--- config.mk ---
export PLATFORM = sky130hd
export DESIGN_NAME = lsu_apb_master_flat
export DESIGN_NICKNAME = d
export VERILOG_FILES = /design/src/rtl/lsu_apb_pkg.sv /design/src/rtl/lsu_apb_master_if.sv /design/src/rtl/lsu_apb_decode.sv /design/src/rtl/lsu_apb_master.sv /design/src/flat_wrapper.sv
export SDC_FILE = /design/constraint.sdc
export NUM_CORES = 1
export LEC_CHECK = 0
export BUFFER_PORTS_ARGS = -buffer_cell sky130_fd_sc_hd__buf_2
export CORE_ASPECT_RATIO = 0.6
export CORE_MARGIN = 2
export CORE_UTILIZATION = 40
export DETAILED_ROUTE_END_ITERATION = 7
export PLACE_DENSITY_LB_ADDON = 0.05
export SLEW_MARGIN = 20
export SYNTH_ARGS = -nofsm -noshare
export SYNTH_HDL_FRONTEND = slang
export SYNTH_SLANG_ARGS = --single-unit
--- constraint.sdc ---
create_clock -name clk_i -period 2.46 [get_ports clk_i]
set_clock_uncertainty 0.15 [all_clocks]
set_input_delay 0.738 -clock clk_i [delete_from_list [all_inputs] [get_ports clk_i]]
set_output_delay 0.738 -clock clk_i [all_outputs]
set_load 0.02 [all_outputs]
--- src/rtl/lsu_apb_pkg.sv ---
// Shared types and codes for the LSU-to-APB requester.
// Latency: n/a (declarations only).
// Backpressure: n/a.
package lsu_apb_pkg;

  typedef enum logic [1:0] {
    S_IDLE   = 2'd0,
    S_SETUP  = 2'd1,
    S_ACCESS = 2'd2,
    S_RESP   = 2'd3
  } state_t;

  // LSU access-size/extension codes; everything else is reserved.
  localparam logic [2:0] FUNCT_B  = 3'b000;
  localparam logic [2:0] FUNCT_H  = 3'b001;
  localparam logic [2:0] FUNCT_W  = 3'b010;
  localparam logic [2:0] FUNCT_BU = 3'b100;
  localparam logic [2:0] FUNCT_HU = 3'b101;

  // Region code (top two address bits) equals the APB slot index.
  localparam logic [1:0] REG_DMEM  = 2'd0;
  localparam logic [1:0] REG_OPERI = 2'd1;
  localparam logic [1:0] REG_IPERI = 2'd2;

endpackage

--- src/rtl/lsu_apb_master_if.sv ---
// LSU request/response channel plus the APB-style bank bus.
// Latency: n/a (wiring only).
// Backpressure: req_ready_o gates request acceptance; banks stall with pready_i.
// master modport = requester view, slave modport = LSU/bank environment view.
interface lsu_apb_master_if #(
  parameter int ADDR_W  = 12,
  parameter int NUM_SLV = 3
);
  logic                        req_valid_i;
  logic                        req_ready_o;
  logic [ADDR_W-1:0]           req_addr_i;
  logic                        req_we_i;
  logic [31:0]                 req_wdata_i;
  logic [2:0]                  req_funct_i;
  logic                        rsp_valid_o;
  logic [31:0]                 rsp_rdata_o;
  logic                        rsp_err_o;
  logic [NUM_SLV-1:0]          psel_o;
  logic                        penable_o;
  logic                        pwrite_o;
  logic [ADDR_W-5:0]           paddr_o;
  logic [31:0]                 pwdata_o;
  logic [2:0]                  pfunct_code_o;
  logic [NUM_SLV-1:0][31:0]    prdata_i;
  logic [NUM_SLV-1:0]          pready_i;

  modport master (
    input  req_valid_i, req_addr_i, req_we_i, req_wdata_i, req_funct_i,
           prdata_i, pready_i,
    output req_ready_o, rsp_valid_o, rsp_rdata_o, rsp_err_o,
           psel_o, penable_o, pwrite_o, paddr_o, pwdata_o, pfunct_code_o
  );

  modport slave (
    output req_valid_i, req_addr_i, req_we_i, req_wdata_i, req_funct_i,
           prdata_i, pready_i,
    input  req_ready_o, rsp_valid_o, rsp_rdata_o, rsp_err_o,
           psel_o, penable_o, pwrite_o, paddr_o, pwdata_o, pfunct_code_o
  );
endinterface

--- src/rtl/lsu_apb_decode.sv ---
// Region-to-slot decode plus funct/alignment legality check for one request.
// Latency: combinational.
// Backpressure: none; evaluated only when the top accepts a request.
// Ports: region_i/addr_lo_i/we_i/funct_i in; slot_oh_o one-hot slot, dec_err_o reject.
module lsu_apb_decode
  import lsu_apb_pkg::*;
#(
  parameter int NUM_SLV = 3
) (
  input  logic [1:0]         region_i,
  input  logic [1:0]         addr_lo_i,
  input  logic               we_i,
  input  logic [2:0]         funct_i,
  output logic [NUM_SLV-1:0] slot_oh_o,
  output logic               dec_err_o
);

  logic mapped;
  logic op_bad;

  always_comb begin
    mapped    = int'(region_i) < NUM_SLV;
    slot_oh_o = '0;
    for (int i = 0; i < NUM_SLV; i++) begin
      slot_oh_o[i] = mapped && (int'(region_i) == i);
    end

    // Unsigned-extending loads have no store counterpart.
    op_bad = 1'b1;
    case (funct_i)
      FUNCT_B:  op_bad = 1'b0;
      FUNCT_H:  op_bad = addr_lo_i[0];
      FUNCT_W:  op_bad = |addr_lo_i;
      FUNCT_BU: op_bad = we_i;
      FUNCT_HU: op_bad = we_i | addr_lo_i[0];
      default:  op_bad = 1'b1;
    endcase

    dec_err_o = !mapped || op_bad;
  end

endmodule

--- src/rtl/lsu_apb_master.sv ---
// Single-outstanding LSU-to-APB requester: decode, SETUP/ACCESS transfer, one-cycle response.
// Latency: accept->rsp_valid 3 cycles at zero wait, 1 cycle on decode error, 2+TIMEOUT on timeout.
// Backpressure: req_ready_o only in IDLE; banks stall via pready_i, bounded by TIMEOUT ACCESS cycles.
// Ports: clk_i, rst_ni (async active-low), bus (master modport: LSU req/rsp + APB slots).
module lsu_apb_master
  import lsu_apb_pkg::*;
#(
  parameter int ADDR_W  = 12,
  parameter int NUM_SLV = 3,
  parameter int TIMEOUT = 15
) (
  input  logic              clk_i,
  input  logic              rst_ni,
  lsu_apb_master_if.master  bus
);

  localparam int CNT_W = (TIMEOUT > 1) ? $clog2(TIMEOUT) : 1;

  state_t              state_q;
  logic [NUM_SLV-1:0]  psel_q;
  logic                penable_q;
  logic                pwrite_q;
  logic [ADDR_W-5:0]   paddr_q;
  logic [31:0]         pwdata_q;
  logic [2:0]          pfunct_q;
  logic                rsp_valid_q;
  logic                rsp_err_q;
  logic [31:0]         rsp_rdata_q;
  logic [CNT_W-1:0]    cnt_q;

  logic [NUM_SLV-1:0]  slot_oh;
  logic                dec_err;
  logic                sel_ready;
  logic [31:0]         sel_rdata;

  lsu_apb_decode #(.NUM_SLV(NUM_SLV)) u_decode (
    .region_i  (bus.req_addr_i[ADDR_W-1 -: 2]),
    .addr_lo_i (bus.req_addr_i[1:0]),
    .we_i      (bus.req_we_i),
    .funct_i   (bus.req_funct_i),
    .slot_oh_o (slot_oh),
    .dec_err_o (dec_err)
  );

  // psel_q is one-hot, so an OR-mux picks the active slot; other slots are masked off.
  always_comb begin
    sel_ready = |(bus.pready_i & psel_q);
    sel_rdata = '0;
    for (int i = 0; i < NUM_SLV; i++) begin
      if (psel_q[i]) sel_rdata = sel_rdata | bus.prdata_i[i];
    end
  end

  always_ff @(posedge clk_i or negedge rst_ni) begin
    if (!rst_ni) begin
      state_q     <= S_IDLE;
      psel_q      <= '0;
      penable_q   <= 1'b0;
      pwrite_q    <= 1'b0;
      paddr_q     <= '0;
      pwdata_q    <= '0;
      pfunct_q    <= '0;
      rsp_valid_q <= 1'b0;
      rsp_err_q   <= 1'b0;
      rsp_rdata_q <= '0;
      cnt_q       <= '0;
    end else begin
      case (state_q)
        S_IDLE: begin
          if (bus.req_valid_i) begin
            pwrite_q <= bus.req_we_i;
            paddr_q  <= bus.req_addr_i[ADDR_W-3:2];
            pwdata_q <= bus.req_wdata_i;
            pfunct_q <= bus.req_funct_i;
            if (dec_err) begin
              state_q     <= S_RESP;
              rsp_valid_q <= 1'b1;
              rsp_err_q   <= 1'b1;
              rsp_rdata_q <= '0;
            end else begin
              state_q <= S_SETUP;
              psel_q  <= slot_oh;
            end
          end
        end
        S_SETUP: begin
          state_q   <= S_ACCESS;
          penable_q <= 1'b1;
          cnt_q     <= '0;
        end
        S_ACCESS: begin
          if (sel_ready) begin
            state_q     <= S_RESP;
            psel_q      <= '0;
            penable_q   <= 1'b0;
            rsp_valid_q <= 1'b1;
            rsp_err_q   <= 1'b0;
            rsp_rdata_q <= pwrite_q ? 32'h0 : sel_rdata;
          end else if (cnt_q == CNT_W'(TIMEOUT - 1)) begin
            // Last permitted ACCESS cycle passed with no pready: give up.
            state_q     <= S_RESP;
            psel_q      <= '0;
            penable_q   <= 1'b0;
            rsp_valid_q <= 1'b1;
            rsp_err_q   <= 1'b1;
            rsp_rdata_q <= '0;
          end else begin
            cnt_q <= cnt_q + 1'b1;
          end
        end
        S_RESP: begin
          state_q     <= S_IDLE;
          rsp_valid_q <= 1'b0;
          rsp_err_q   <= 1'b0;
          rsp_rdata_q <= '0;
        end
        default: state_q <= S_IDLE;
      endcase
    end
  end

  assign bus.req_ready_o   = (state_q == S_IDLE);
  assign bus.rsp_valid_o   = rsp_valid_q;
  assign bus.rsp_err_o     = rsp_err_q;
  assign bus.rsp_rdata_o   = rsp_rdata_q;
  assign bus.psel_o        = psel_q;
  assign bus.penable_o     = penable_q;
  assign bus.pwrite_o      = pwrite_q;
  assign bus.paddr_o       = paddr_q;
  assign bus.pwdata_o      = pwdata_q;
  assign bus.pfunct_code_o = pfunct_q;

endmodule
--- src/flat_wrapper.sv ---
// flat-port wrapper written by rule: the top's interface ports become plain ports
module lsu_apb_master_flat import lsu_apb_pkg::*;
#(
  parameter int ADDR_W  = 12,
  parameter int NUM_SLV = 3,
  parameter int TIMEOUT = 15
)
  (clk_i, rst_ni, bus_req_valid_i, bus_req_addr_i, bus_req_we_i, bus_req_wdata_i, bus_req_funct_i, bus_prdata_i, bus_pready_i, bus_req_ready_o, bus_rsp_valid_o, bus_rsp_rdata_o, bus_rsp_err_o, bus_psel_o, bus_penable_o, bus_pwrite_o, bus_paddr_o, bus_pwdata_o, bus_pfunct_code_o);
  lsu_apb_master_if #(.ADDR_W(ADDR_W), .NUM_SLV(NUM_SLV)) bus_i ();
  input  logic clk_i;
  input  logic rst_ni;
  input wire logic [$bits(bus_i.req_valid_i)-1:0] bus_req_valid_i;
  input wire logic [$bits(bus_i.req_addr_i)-1:0] bus_req_addr_i;
  input wire logic [$bits(bus_i.req_we_i)-1:0] bus_req_we_i;
  input wire logic [$bits(bus_i.req_wdata_i)-1:0] bus_req_wdata_i;
  input wire logic [$bits(bus_i.req_funct_i)-1:0] bus_req_funct_i;
  input wire logic [$bits(bus_i.prdata_i)-1:0] bus_prdata_i;
  input wire logic [$bits(bus_i.pready_i)-1:0] bus_pready_i;
  output wire logic [$bits(bus_i.req_ready_o)-1:0] bus_req_ready_o;
  output wire logic [$bits(bus_i.rsp_valid_o)-1:0] bus_rsp_valid_o;
  output wire logic [$bits(bus_i.rsp_rdata_o)-1:0] bus_rsp_rdata_o;
  output wire logic [$bits(bus_i.rsp_err_o)-1:0] bus_rsp_err_o;
  output wire logic [$bits(bus_i.psel_o)-1:0] bus_psel_o;
  output wire logic [$bits(bus_i.penable_o)-1:0] bus_penable_o;
  output wire logic [$bits(bus_i.pwrite_o)-1:0] bus_pwrite_o;
  output wire logic [$bits(bus_i.paddr_o)-1:0] bus_paddr_o;
  output wire logic [$bits(bus_i.pwdata_o)-1:0] bus_pwdata_o;
  output wire logic [$bits(bus_i.pfunct_code_o)-1:0] bus_pfunct_code_o;
  assign bus_i.req_valid_i = bus_req_valid_i;
  assign bus_i.req_addr_i = bus_req_addr_i;
  assign bus_i.req_we_i = bus_req_we_i;
  assign bus_i.req_wdata_i = bus_req_wdata_i;
  assign bus_i.req_funct_i = bus_req_funct_i;
  assign bus_i.prdata_i = bus_prdata_i;
  assign bus_i.pready_i = bus_pready_i;
  assign bus_req_ready_o = bus_i.req_ready_o;
  assign bus_rsp_valid_o = bus_i.rsp_valid_o;
  assign bus_rsp_rdata_o = bus_i.rsp_rdata_o;
  assign bus_rsp_err_o = bus_i.rsp_err_o;
  assign bus_psel_o = bus_i.psel_o;
  assign bus_penable_o = bus_i.penable_o;
  assign bus_pwrite_o = bus_i.pwrite_o;
  assign bus_paddr_o = bus_i.paddr_o;
  assign bus_pwdata_o = bus_i.pwdata_o;
  assign bus_pfunct_code_o = bus_i.pfunct_code_o;
  lsu_apb_master #(.ADDR_W(ADDR_W), .NUM_SLV(NUM_SLV), .TIMEOUT(TIMEOUT)) u_core (.clk_i(clk_i), .rst_ni(rst_ni), .bus(bus_i));
endmodule
* After elaboration in Yosys (flattened, before gate mapping)
Index checks and enable logic that the tools add are counted.
** Operators by class
- Add/subtract/negate cells :: 1
- Magnitude comparators :: 1
- Equality and inequality tests :: 16
- Mux-type cells :: 33
- Bitwise logic cells :: 4
- Reductions and logical operators :: 19
** Operator list (count)
- $mux 32 :: 8
- $pmux 32 s3 :: 1
- $or 32x32->32 :: 2
- $mux 3 :: 4
- $eq 2x2->1 const B :: 4
- $mux 2 :: 4
- $mux 4 :: 2
- $ne 2x2->1 const B :: 4
- $pmux 2 s4 :: 1
- $pmux 4 s2 :: 1
- $reduce_and 4->1 :: 2
- $mux 1 :: 7
- $eq 3x3->1 const B :: 2
- $pmux 1 s3 :: 2
- $pmux 3 s2 :: 1
- $reduce_and 2->1 :: 3
- $pmux 1 s5 :: 1
- $add 4x1->4 const B :: 1
- $eq 4x4->1 const B :: 1
- $logic_not 2->1 :: 2
- $reduce_bool 2->1 :: 2
- $and 3x3->3 :: 1
- $eq 3x1->1 const B :: 1
- $eq 3x2->1 const B :: 1
- 14 further kinds :: 16
** Storage, ports and cells
- Flip-flop bits (word level) :: 88
- Input port bits :: 150
- Output and inout port bits :: 83

* Longest topological paths before layout
- Depth after elaboration :: 8
- Gate-level depth with buffers :: 8
- Gate-level depth less buffers :: 6

* Modules after synthesis
A second synthesis with hierarchy kept.
** Unflattened totals
- Cells, all modules :: 295
- Area, all modules :: 3922.5 um^2
** Modules (own cells, without submodules)
- lsu_apb_master :: times used 1, cells an instance 288, area each 3882.5 um^2, sequential area each 2202.1 um^2
- lsu_apb_decode :: times used 1, cells an instance 7, area each 40.0 um^2, sequential area each 0.0 um^2

* Worst setup path after synthesis
Ideal clock, no wire load.
- Path kind :: input to register
- Start :: in bus_pready_i[0]
- End :: reg u_core.rsp_rdata_q[24], in the netlist u_core.bus.rsp_rdata_o[24]
- Data arrival time :: 2.338 ns
- Required time :: 2.185 ns
- Slack :: -0.152 ns
- Cell stages on the path :: 5
- Buffers on the path :: 1
- Cell sequence :: a222oi_1 > a32oi_2 > o311ai_4 > buf_8 > mux2_2
** Between the ends
- Longest elaborated chain between the ends :: 4
** RTL lines
- start, declared :: RTL line flat_wrapper.sv:18 : input wire logic [$bits(bus_i.pready_i)-1:0] bus_pready_i;
- $and 3x3->3 (*) :: RTL line lsu_apb_master.sv:47 : sel_ready = |(bus.pready_i & psel_q);
- $reduce_or 3->1 (*) :: RTL line lsu_apb_master.sv:47
- $ne 3x1->1 (no source line) or $mux 32 (tied branches)
- $reduce_and 4->1 (no source line) or $pmux 32 s3 (tied branches)
- end signal, assigned :: RTL line lsu_apb_master.sv:98 : rsp_rdata_q <= pwrite_q ? 32'h0 : sel_rdata;
- end, declared :: RTL line lsu_apb_master.sv:28 : logic [31:0] rsp_rdata_q;
Mark *: on every way between the ends. The rest lies on a longest branch, timed or not.
A chain may end at the register's enable or synchronous reset.

* Worst setup path in the final report
- Start :: reg u_core.state_q[0]
- End :: out bus_req_ready_o
** Between the ends
- Longest elaborated chain between the ends :: 1
** RTL lines
- start, declared :: RTL line lsu_apb_master.sv:19 : state_t state_q;
- start signal, assigned :: RTL line lsu_apb_master.sv:56 : state_q <= S_IDLE;
- start signal, assigned :: RTL line lsu_apb_master.sv:76 : state_q <= S_RESP;
- start signal, assigned :: RTL line lsu_apb_master.sv:81 : state_q <= S_SETUP;
- $logic_not 2->1 :: RTL line lsu_apb_master.sv:122 : assign bus.req_ready_o = (state_q == S_IDLE);
- end, declared :: RTL line flat_wrapper.sv:19 : output wire logic [$bits(bus_i.req_ready_o)-1:0] bus_req_ready_o;
No other way between the ends.

==> out/qor.csv <==
metric,value,unit
p_sw,0.00290,W
share_seq_of_total_power,0.296,
root_buffer,clkbuf_16,
vias,3528,
grt_max_degree,45,
endpoint_kind,output pin,
setup_ws,157,ps
drv_cap,0,
nNetsFinal,700,
via_per_inst,5.16,
fin_setup_tns,0,ps
cp.arrival,1410,ps
wirelength,11300,µm
cp-start-kind,register,
final-hold-violation-count,0,
slew_headroom,0.671,
ir_drop,0.717,mV
grt_use_met1,0.261,
final_util,0.594,
synth_fp_nets,466,
top_usage_layer,met2,
rows,28,
final_area,5870,µm²
finalPower,0.00750,W
setup_viol_count_final,0,
tightest_slew,494,ps
synthFlopType,dfrtp_1,
place_congestion,0.769,
fmax,434,MHz
status,completed,
ys_async_sr_fraction,1.00,
ys_seq_area_frac,0.543,
synth_area,4060,µm²
yosysUniqueCellTypes,31,
fin_crit,2300,ps
ios,233,
worstPathRequired,1570,ps
clk_latency,330,ps
grt_pass1_wl,17300,µm
use_met3,0.0704,
clockPowerShare,0.189,
synth_enable_flop_cells,0,
dieHeight,82.0,µm
syn_area_per_cell,13.1,µm²
place_area,5560,µm²
grt_overflow,0,
rsz0062_at_grt,no,
syn_inst,311,
cts_tree,done,
hold_class,in -> async,
port_buffers,232,
cts_sinks,88,
area_growth,44.5,%
place_ws,-48.9,ps
drc,0,
worstSetupPathType,reg -> out,
final_common_cell,buf_2,
critPathMaxFanout,5,
power_density,1280,nW/µm²
final_cell_mix,"231 x buf_2, 88 x dfrtp_1, 51 x mux2_2",
antenna_found_initial,0,
dp_hpwl,8470,µm
p_leak,3.06,nW
wl_per_cell,16.5,µm
ys_seq_elements,88,
switching_share,0.386,
slew_violations,0,
drt_iter0_markers,278,
yosys_warnings,0,
h-tree-depth,3,
p_comb_frac,0.515,
finalCritPeriodShare,0.936,
cts.clk_slew.worst_paths,60,ps
track_usage,0.204,
core,9880,µm²
die_w,134,µm
grtUsageMet2,0.333,
intPower,0.00460,W
numCtsBuffers,9,
drt_pre_antenna_iters,8,
ant_nets,0,
die_area,11000,µm²
insertedDiodeCount,0,
grt_pass1_vias,3351,
clockBufferDepth,2,
start_util,0.411,
drive_above_1_share,0.630,
nFillCells,852,
## power by group through the flow
stage | Combinational, W | Clock (W) | Sequential [W]
6_report | 0.00386 | 0.00141 | 0.00222
5_1_grt | 0.00416 | 0.00151 | 0.00229
4_1_cts | 0.00390 | 0.00146 | 0.00222
3_5_place_dp | 0.00390 | 0 | 0.00223
3_3_place_gp | 0.00383 | 0 | 0.00221
2_1_floorplan | 0.00209 | 0 | 0.00281
## state kept, by name, indices dropped and copies added (netlist names)
register,cells
u_core.bus.paddr_o,8
u_core.bus.penable_o,1
u_core.bus.pfunct_code_o,3
u_core.bus.psel_o,3
u_core.bus.pwdata_o,32
u_core.bus.pwrite_o,1
u_core.bus.rsp_err_o,1
u_core.bus.rsp_rdata_o,32
u_core.bus.rsp_valid_o,1
u_core.cnt_q,4
u_core.state_q,2
## synthesized netlist by cell type, types with 2 or more instances
cell type | n | area share
a21boi_0 | 2 | 0.0037
a222oi_1 | 33 | 0.081
buf_2 | 4 | 0.0049
buf_8 | 3 | 0.011
clkbuf_1 | 18 | 0.017
dfrtp_1 | 88 | 0.54
ha_1 | 5 | 0.015
inv_1 | 7 | 0.0065
mux2_2 | 79 | 0.22
nand2_1 | 7 | 0.0065
nand2b_1 | 3 | 0.0046
nand3_1 | 6 | 0.0074
nor2_1 | 32 | 0.030
nor3_1 | 2 | 0.0025
nor3b_1 | 2 | 0.0037
o211ai_1 | 2 | 0.0037
o21ai_0 | 3 | 0.0037
o22ai_1 | 2 | 0.0031
## final timing paths
path	start	to	depth (start not counted)	slack, ps
max in group asynchronous	rst_ni	u_core.bus.paddr_o[7]$_DFFE_PN0P_	2	1460
min reg2reg	u_core.bus.paddr_o[3]$_DFFE_PN0P_	u_core.bus.paddr_o[3]$_DFFE_PN0P_	1	350
max reg2reg	u_core.cnt_q[0]$_DFFE_PN0P_	u_core.bus.psel_o[0]$_DFFE_PN0P_	7	200
max	u_core.state_q[0]$_DFFE_PN0P_	bus_req_ready_o	4	160
min in group clk_i	u_core.bus.paddr_o[3]$_DFFE_PN0P_	u_core.bus.paddr_o[3]$_DFFE_PN0P_	1	350
min	rst_ni	u_core.cnt_q[1]$_DFFE_PN0P_	1	190
## what timing repair did
item / 4_1_cts / 5_1_grt
setup endpoints to repair: 0 / 4
hold buffers: 0 / 0
resized for setup: 0 / 2
setup buffers: 0 / 0
## metrics by stage
step / std cells / hold slack (ps)
CTS: 684 / 198
finish: 684 / 194
global route: 684 / 214
floorplan: 311 / 292
global placement: 669 / 334
detailed placement: 669 / 330
## cell families (layout without fill, tap and decap cells)
kind of cell,count (synthesis),count (layout),share of synthesized area
flip-flops,88,88,0.543
multiplexers,81,81,0.224
AND/OR/NAND/NOR,54,54,0.0576
AO/OA/AOI/OAI,50,50,0.118
buffers and inverters,33,271,0.0419
adder cells (fa/ha/maj),5,5,0.0154
## worst max-delay path: stages (launching register included)
cell and delay (ps):
dfrtp_1 410, inv_1 90, ha_2 260, buf_4 160, buf_2 160
## routing by layer
layer  vias to the layer above  routed length (µm)
met5                         -                   0
met4                         0                 129
met3                        13                1000
met2                       158                5350
met1                      1717                4810
li1                       1640                   -
## area by class of cell
class                   instances  area (µm²)  share of cell area
clock inverters                 4        70.1              0.0119
repair buffers                249        1370               0.233
inverters                       7        26.3             0.00448
clock buffers                  11         233              0.0397
flip-flops and latches         88        2200               0.375
multi-input cells             190        1800               0.307
well taps                     135         169              0.0288
Note: power is estimated with default switching activity, not from simulation.
